==> src/rtl/scan_rr_arbiter.sv <==
// -----------------------------------------------------------------------------
// scan_rr_arbiter
//
// Round-robin arbiter sharing one downstream display/scan datapath slot among
// four requesters. A 2-bit wrapping priority pointer decides which requester
// is searched first. A grant is held while its request stays asserted. It is
// forcibly revoked after MAX_HOLD cycles, unless MAX_HOLD is 0. A one-cycle
// RELEASE turnaround separates consecutive grants.
//
// Parameters
//   MAX_HOLD  maximum consecutive grant cycles; 0 disables the timeout
//   CNT_W     hold counter width; 2**CNT_W must exceed MAX_HOLD
//
// Ports
//   clk            in   1  clock, rising edge
//   reset          in   1  asynchronous, active-high; clears all state at once
//   req            in   4  level-sensitive request lines, bit i = requester i
//   grant          out  4  registered one-hot grant; 0000 when nothing granted
//   grant_id       out  2  registered index of the current or last grantee
//   busy           out  1  high while the FSM is in GRANT
//   timeout_pulse  out  1  one-cycle pulse in the first RELEASE cycle after
//                          a forced revocation
//   fsm_state      out  2  debug view of the FSM state
//                          (0 = IDLE, 1 = GRANT, 2 = RELEASE)
//
// There is no valid/ready handshake. req is a plain level request, and grant
// is a level acknowledgement that lasts while the request is held and the
// hold limit has not been reached.
// -----------------------------------------------------------------------------
module scan_rr_arbiter #(
    parameter int MAX_HOLD = 16,
    parameter int CNT_W    = 5
) (
    input  logic       clk,
    input  logic       reset,
    input  logic [3:0] req,
    output logic [3:0] grant,
    output logic [1:0] grant_id,
    output logic       busy,
    output logic       timeout_pulse,
    output logic [1:0] fsm_state
);

    typedef enum logic [1:0] {
        ST_IDLE    = 2'd0,
        ST_GRANT   = 2'd1,
        ST_RELEASE = 2'd2
    } state_t;

    // Counter value seen during the last permitted grant cycle. It is only
    // used when the timeout is enabled.
    localparam logic [CNT_W-1:0] HOLD_LAST =
        CNT_W'((MAX_HOLD > 0) ? (MAX_HOLD - 1) : 0);
    localparam bit TIMEOUT_EN = (MAX_HOLD != 0);

    state_t           state;
    logic [1:0]       ptr;
    logic [CNT_W-1:0] hold_cnt;

    // Combinational winner search, used only in IDLE.
    logic [1:0]       winner;
    logic             win_valid;
    logic [1:0]       idx;

    logic             owner_req;
    logic             hold_limit;

    assign fsm_state = state;

    // Search ptr, ptr+1, ptr+2, ptr+3 (mod 4). The loop runs from the
    // farthest offset to the nearest, so the nearest set bit is written last
    // and wins.
    always_comb begin
        winner    = ptr;
        win_valid = 1'b0;
        idx       = 2'd0;
        for (int i = 3; i >= 0; i--) begin
            idx = ptr + 2'(i);
            if (req[idx]) begin
                winner    = idx;
                win_valid = 1'b1;
            end
        end
    end

    assign owner_req  = req[grant_id];
    assign hold_limit = TIMEOUT_EN && (hold_cnt == HOLD_LAST);

    always_ff @(posedge clk or posedge reset) begin
        if (reset) begin
            state         <= ST_IDLE;
            ptr           <= 2'd0;
            hold_cnt      <= '0;
            grant         <= 4'b0000;
            grant_id      <= 2'd0;
            busy          <= 1'b0;
            timeout_pulse <= 1'b0;
        end else begin
            // timeout_pulse is high only in the single cycle after a
            // revocation, so it defaults low every cycle.
            timeout_pulse <= 1'b0;

            case (state)
                ST_IDLE: begin
                    if (win_valid) begin
                        grant    <= 4'b0001 << winner;
                        grant_id <= winner;
                        ptr      <= winner + 2'd1;
                        hold_cnt <= '0;
                        busy     <= 1'b1;
                        state    <= ST_GRANT;
                    end
                end

                ST_GRANT: begin
                    hold_cnt <= hold_cnt + CNT_W'(1);
                    // A dropped request takes precedence over the hold limit.
                    // A drop on the limit cycle is a normal release.
                    if (!owner_req) begin
                        grant <= 4'b0000;
                        busy  <= 1'b0;
                        state <= ST_RELEASE;
                    end else if (hold_limit) begin
                        grant         <= 4'b0000;
                        busy          <= 1'b0;
                        timeout_pulse <= 1'b1;
                        state         <= ST_RELEASE;
                    end
                end

                ST_RELEASE: begin
                    // Turnaround cycle. All requests are ignored here.
                    state <= ST_IDLE;
                end

                default: begin
                    grant <= 4'b0000;
                    busy  <= 1'b0;
                    state <= ST_IDLE;
                end
            endcase
        end
    end

endmodule
==> config.mk <==
export PLATFORM = sky130hd
export DESIGN_NAME = scan_rr_arbiter
export DESIGN_NICKNAME = d
export VERILOG_FILES = /design/src/rtl/scan_rr_arbiter.sv
export SDC_FILE = /design/constraint.sdc
export NUM_CORES = 1
export LEC_CHECK = 0
export ABC_AREA = 1
export BUFFER_PORTS_ARGS = -buffer_cell sky130_fd_sc_hd__buf_4
export CORE_UTILIZATION = 40
export CTS_BUF_LIST = sky130_fd_sc_hd__clkbuf_4
export CTS_CLUSTER_DIAMETER = 80
export DETAILED_ROUTE_END_ITERATION = 10
export PLACE_DENSITY = 0.67
export REMOVE_ABC_BUFFERS = 1
export SKIP_CTS_REPAIR_TIMING = 1
export SYNTH_ARGS = -nofsm -noshare
export SYNTH_HDL_FRONTEND = slang
export SYNTH_SLANG_ARGS = --single-unit
==> constraint.sdc <==
create_clock -name clk -period 1.7 [get_ports clk]
set_input_delay 0.17 -clock clk [delete_from_list [all_inputs] [get_ports clk]]
set_output_delay 0.17 -clock clk [all_outputs]
set_load 0.01 [all_outputs]
==> results of run 1 <==
==> registers in the layout (all words and copies together) (netlist names) <==
| register | count |
|---|---|
| grant_id | 2 |
| busy | 1 |
| timeout_pulse | 1 |
| grant | 4 |
| fsm_state | 2 |
| ptr | 2 |
| hold_cnt | 5 |
==> logic make-up after synthesis <==
| group | count (synthesis) | share of synthesized area [%] |
|---|---|---|
| compound gates | 13 | 7.07 |
| xor+xnor | 1 | 0.854 |
| fa+ha+maj | 2 | 2.44 |
| buf+inv | 20 | 8.78 |
| flops | 17 | 41.5 |
| simple gates | 83 | 39.4 |
==> worst register-to-register path, delay by kind of cell, from the launching register on <==
kind	cells	cell delay [ps]
and+or+nand+nor	5	500
AOI/OAI and AO/OA	3	410
DFF	1	440
buffers and inverters	2	210
==> cell usage after synthesis, types with 2 or more instances <==
cell / instances / area share, %
nor2_1: 8 / 2.9
o21ai_0: 4 / 2.0
inv_2: 2 / 0.73
dfrtp_1: 17 / 41
nand2_1: 44 / 16
a21oi_1: 5 / 2.4
ha_1: 2 / 2.4
nand2_2: 9 / 5.5
inv_1: 15 / 5.5
nand2_4: 3 / 3.3
nand4_1: 3 / 1.8
nand3_1: 12 / 5.9
==> how the worst min path moves through the flow <==
stage | from | endpoint | slack, ps | cells past startpoint
floorplan | reset | busy | 100 | 1
global placement | reset | grant[1] | 300 | 2
detailed placement | reset | grant[3] | 290 | 2
CTS | reset | busy | -50 | 2
global route | reset | busy | 10 | 2
finish | reset | busy | -70 | 2
==> layout make-up <==
class	count	area, um2
Fill cell	216	1040
Clock buffer	3	22.5
Inverter	19	81.3
Tap cell	28	35.0
Sequential cell	17	428
Timing Repair Buffer	20	160
Clock inverter	1	7.51
Multi-Input combinational cell	99	542
==> through the flow <==
step | utilization [%] | power (mW) | hold slack [ps]
after global routing | 55.0 | 2.91 | 13.9
after CTS | 51.8 | 2.49 | -48.8
after detailed placement | 50.5 | 2.26 | 292
after floorplan | - | 1.86 | 96.1
final | 55.0 | 2.68 | -67.4
after global placement | 50.5 | 2.23 | 298
==> layer usage <==
metal | track usage [%] | vias to the layer above
met5 | 0 | -
met4 | 9.21 | 0
met3 | 2.32 | 5
met2 | 25.5 | 25
met1 | 23.0 | 431
li1 | - | 475
==> power breakdown <==
group	internal, mW	total (mW)	switching [mW]
clock network	0.0899	0.227	0.138
logic	0.680	1.73	1.05
registers	0.565	0.716	0.151
total	1.34	2.68	1.34
==> results.md, run 1 <==
* Peak VDD IR at 0.00104 V
* Fin cells at 187
* Unique masters post-synth at 24
* Antenna cells at 0
* Hold_ws at -67.4 ps
* FMAX at 0.613 GHz
* Hpwl dp at 1.59 mm
* Most frequent cells in the layout: nand2_1, buf_4, inv_1, dfrtp_1, nand2_2
* Synthesis Warnings at 0
* Endpoints failing setup at 0
* Met1 WL at around 1 mm
* Die area at 0.00277 mm2
* Worst R2R Start: ptr[0]
* Fin nets at roughly 170
* HP Class: in -> async
* Failing checks: negative hold slack
* Largest net degree at the start of global routing at 18
* WP depth at 10
* Setup TNS at 0 ps
* Crit path from: ptr[0]
* Initial antenna violation count at 0
* CP most frequent cell: nand2_1
* Number of global-route vias before repair at between 800 and 900
* Post-synthesis sequential area ratio at 41.5%
* Status: finished, violations left
* CTS root buf: clkbuf_4
* First-pass DRT Iterations at 4
* CP Class: reg -> reg
* Buf/Inv on CP at 2
* Detailed-route DRC error count at 0
* Worst endpoint data arrival time at around 1900 ps
* CTS clk-pin slew, worst paths at 110 ps
* Clock Sinks at 17
* Row cnt at 17
* Share of layout cells above drive strength 1 at 35.2%
* Tcrit/Tclk final at 96.0%
* Met3 wire len at 84 um
* Asr flop ratio synth at 100%
* Routed length on met2 at 1.04 mm
* Max Used Layer: met4
* Routed WL at between 2 and 2.5 mm
* Post-route ant nets at 0
* Minimum clock period at 1630 ps
* Height of the chip at 52.6 um
* R2R depth at 10
* Dpl ws at 45.8 ps
* CP endpoint: grant[0]
* Slew HR at 58.1%
* P per Cell Area at between 2000 and 2500 mW/mm2
* Critical path, cell by cell: buf_12 > inv_8 > nand2_1 > nand3_1 > nand2_1 > nor2_2 > a21oi_2 > o21ai_2 > nand2_1 > o21ai_1
* Synthesis-to-finish area growth at 24.4%
* Cell area after layout at 0.00128 mm2
* Post-synthesis register bit count at 17
* H-tree Lvls at 1
* Drt wl/cell at 11.7 um
* Avg Synthesized Cell Area at 7.54 um2
* FF-to-FF End: grant[0]
* Total gr overflow at 0
* Vias per cell at 5.01
* Area after DPL at 0.00117 mm2
* Initial Util at 44.3%
* 1st-iter DRT viols at 19
* CTS tree: built
* Post-Syn Area at 0.00103 mm2
* R2R setup slack at 70 ps
* Worst skew pair latency at 310 ps
* Longest Clk Path Bufs at 2
* Delay-heaviest family, CP: simple AND/OR/NAND/NOR gates
* CP Data Required Time at 1930 ps
* DR vias at around 940
* CP endpoint kind: flip-flop
* Crit-path max FO at 9
* RSZ-0062 raised after global routing: yes
* IO buf count at 15
* Cts bufs inserted at 3
* Most used DFF post-synth: dfrtp_1
* Routability cong. at 0.851
* Cells after DPL at approximately 180
* Cell count after synthesis at 136
* Fin. max-slew vios at 0
* Final worst slack at 68.3 ps
* Top Ports at 16
* Global-route wire length before repair at ~3.4 mm
* Slew @ Worst Pin at 628 ps
* Crit-path max cell delay at 440 ps
* Max-cap violations at 0
* Slowest-stage cell, CP: dfrtp_2
* Core ar. at 0.00232 mm2
* GRT Overall Usage at 16.9%
* Number of enable flip-flop cells after synthesis at 0
* Element type at the critical path start: flip-flop
* Die width at 52.6 um
* Fin. Hold Viols at 17
* Commonest non-fill, non-tap cell in the layout: nand2_1
* Clock Skew at 12.7 ps
* P_leak at 0.685 nW
No activity file was read; power rests on OpenSTA's default activity.
==> run 2, diff against run 1 <==
- CORE_ASPECT_RATIO: default -> 0.6
==> run 2 against run 1 <==
Against the previous run:
- the flow still finishes with violations (negative hold slack)
- sequential power up 3.1%
- critical path depth unchanged
- clock power down 4%
==> results.md, run 2 (same netlist as run 1, synthesis figures left out) <==
* HP Class: in -> async (unchanged)
* CP endpoint: grant[0] (unchanged)
* Tcrit/Tclk final at 94.9% (was 96.0%)
* Detailed-route DRC error count at 0 (unchanged)
* Slowest-stage cell, CP: dfrtp_2 (unchanged)
* Routed WL at 2.50 mm (was 2.18 mm)
* Synthesis-to-finish area growth at 27.6% (was 24.4%)
* FMAX at 0.620 GHz (was 0.613 GHz)
* P_leak at 0.696 nW (was 0.685 nW)
* Hpwl dp at 1.79 mm (was 1.59 mm)
* Initial antenna violation count at 0 (unchanged)
* Die area at 0.00278 mm2 (was 0.00277 mm2)
* Largest Register: hold_cnt (unchanged)
* CTS tree: built (unchanged)
* Sequential Area at 428 um2 (unchanged)
* Slew @ Worst Pin at 659 ps (was 628 ps)
* CTS clk-pin slew, worst paths at 100 ps (was 110 ps)
* Regs by FF count: hold_cnt x5, grant x4 (unchanged)
* Vias per cell at 5.01 (about the same)
* Share of layout cells above drive strength 1 at 40.4% (was 35.2%)
* Core ar. at 0.00229 mm2 (was 0.00232 mm2)
* Worst endpoint data arrival time at 1840 ps (was 1860 ps)
* Area after DPL at 0.00118 mm2 (was 0.00117 mm2)
* Worst R2R Start: ptr[0] (unchanged)
* WP depth at 10 (unchanged)
* Slew HR at 56.0% (was 58.1%)
* Fin. Hold Viols at 17 (unchanged)
* Fillers at 213 (was 216)
* Fin nets at 170 (was 168)
* Row cnt at 13 (was 17)
* Crit-path max FO at 6 (was 9)
* Peak VDD IR at 0.000952 V (was 0.00104 V)
* Tot Pwr at 2.83 mW (was 2.68 mW)
* Buf/Inv on CP at 1 (was 2)
* Total gr overflow at 0 (unchanged)
* P per Cell Area at 2160 mW/mm2 (was 2100 mW/mm2)
* Top Ports at 16 (unchanged)
* FF-to-FF End: grant[0] (unchanged)
* Delay-heaviest family, CP: simple AND/OR/NAND/NOR gates (unchanged)
* First-pass DRT Iterations at 4 (unchanged)
* Crit-path max cell delay at 490 ps (was 440 ps)
* DR vias at 957 (was 936)
* Routability cong. at 0.851 (about the same)
* R2R depth at 10 (unchanged)
* Commonest non-fill, non-tap cell in the layout: nand2_1 (unchanged)
* Max reg flops at 5 (unchanged)
* RSZ-0062 raised after global routing: yes (unchanged)
* Clock Sinks at 17 (unchanged)
* Post-route ant nets at 0 (unchanged)
* Failing checks: negative hold slack (unchanged)
* Critical path, cell by cell: buf_6 > nand2_2 > nand2_2 > nand2_2 > nand2_4 > nor2_4 > a21oi_2 > o21ai_2 > nand2_1 > o21ai_1 (was buf_12 > inv_8 > nand2_1 > nand3_1 > nand2_1 > nor2_2 > a21oi_2 > o21ai_2 > nand2_1 > o21ai_1)
* CP Class: reg -> reg (unchanged)
* Setup TNS at 0 ps (unchanged)
* CP endpoint kind: flip-flop (unchanged)
* Element type at the critical path start: flip-flop (unchanged)
* 1st-iter DRT viols at 45 (was 19)
* Cell area after layout at 0.00131 mm2 (was 0.00128 mm2)
* Crit path from: ptr[0] (unchanged)
* H-tree Lvls at 1 (unchanged)
* Max-cap violations at 0 (unchanged)
* CP most frequent cell: nand2_2 (was nand2_1)
* Number of global-route vias before repair at 761 (was 834)
* Height of the chip at 41.2 um (was 52.6 um)
* Worst skew pair latency at 290 ps (was 310 ps)
* R2R setup slack at 90 ps (was 70 ps)
* Area occupied by multi-input gates at 567 um2 (was 542 um2)
* Global-route wire length before repair at 3.63 mm (was 3.39 mm)
* Minimum clock period at 1610 ps (was 1630 ps)
* Endpoints failing setup at 0 (unchanged)
* Fin. max-slew vios at 0 (unchanged)
* Longest Clk Path Bufs at 2 (unchanged)
* Most frequent cells in the layout: nand2_1, buf_4, nand2_2, dfrtp_1, inv_1 (was nand2_1, buf_4, inv_1, dfrtp_1, nand2_2)
* Initial Util at 44.7% (was 44.3%)
* CTS root buf: clkbuf_4 (unchanged)
* Antenna cells at 0 (unchanged)
* Clock Skew at 2.40 ps (was 12.7 ps)
* IO buf count at 15 (unchanged)
* GRT Overall Usage at 19.3% (was 16.9%)
* CP Data Required Time at 1930 ps (about the same)
* Hold_ws at -39.5 ps (was -67.4 ps)
* Die width at 67.4 um (was 52.6 um)
* Cts bufs inserted at 3 (unchanged)
* Status: finished, violations left (unchanged)
* Largest net degree at the start of global routing at 18 (unchanged)
* Drt wl/cell at 13.1 um (was 11.7 um)
[run 2: cell types whose count changed in the layout (fill, tap and decap cells not counted), moves of 2 or more]
cell | previous run | this run
nand2_1 | 41 | 34
nand2_2 | 12 | 17
buf_6 | 0 | 2
clkinv_2 | 0 | 2
nand2_4 | 3 | 5
nand3_1 | 9 | 11
nand3_2 | 4 | 2
[run 2: metal layers]
metal | track usage, % | part of all wire [%]
met1 | 29.0 | 52
met2 | 26.8 | 41
met3 | 6.67 | 7.0
met4 | 1.60 | 0
met5 | 0 | 0
[run 2: metrics by stage]
stage                     setup WS [ps]  cells  utilization, %  hold slack [ps]
after detailed placement           56.6    182            51.4              307
after floorplan                     216    135               -             96.1
after global placement             62.3    182            51.4              302
after CTS                          31.1    186            52.6            -20.2
final                              86.5    191            57.1            -39.5
after global routing              -57.6    191            57.1             13.8
[run 2: final cells by class]
type | count | share of cell area (%)
repair inverters | 1 | 0.382
clock inverters | 1 | 0.382
inverters | 19 | 6.02
well taps | 30 | 2.87
repair buffers | 21 | 12.6
flip-flops and latches | 17 | 32.7
multi-input cells | 99 | 43.3
clock buffers | 3 | 1.72
[run 2: worst min-delay path by stage]
stage / start / endpoint
after detailed placement: reset / fsm_state[1]
after floorplan: reset / busy
final: reset / hold_cnt[4]
after global routing: reset / hold_cnt[0]
after global placement: reset / hold_cnt[4]
after CTS: reset / hold_cnt[3]
[run 2: where the power goes]
part           switching, mW  internal, mW
sequential             0.174         0.565
clock                  0.131        0.0876
combinational           1.15         0.720
total                   1.46          1.37
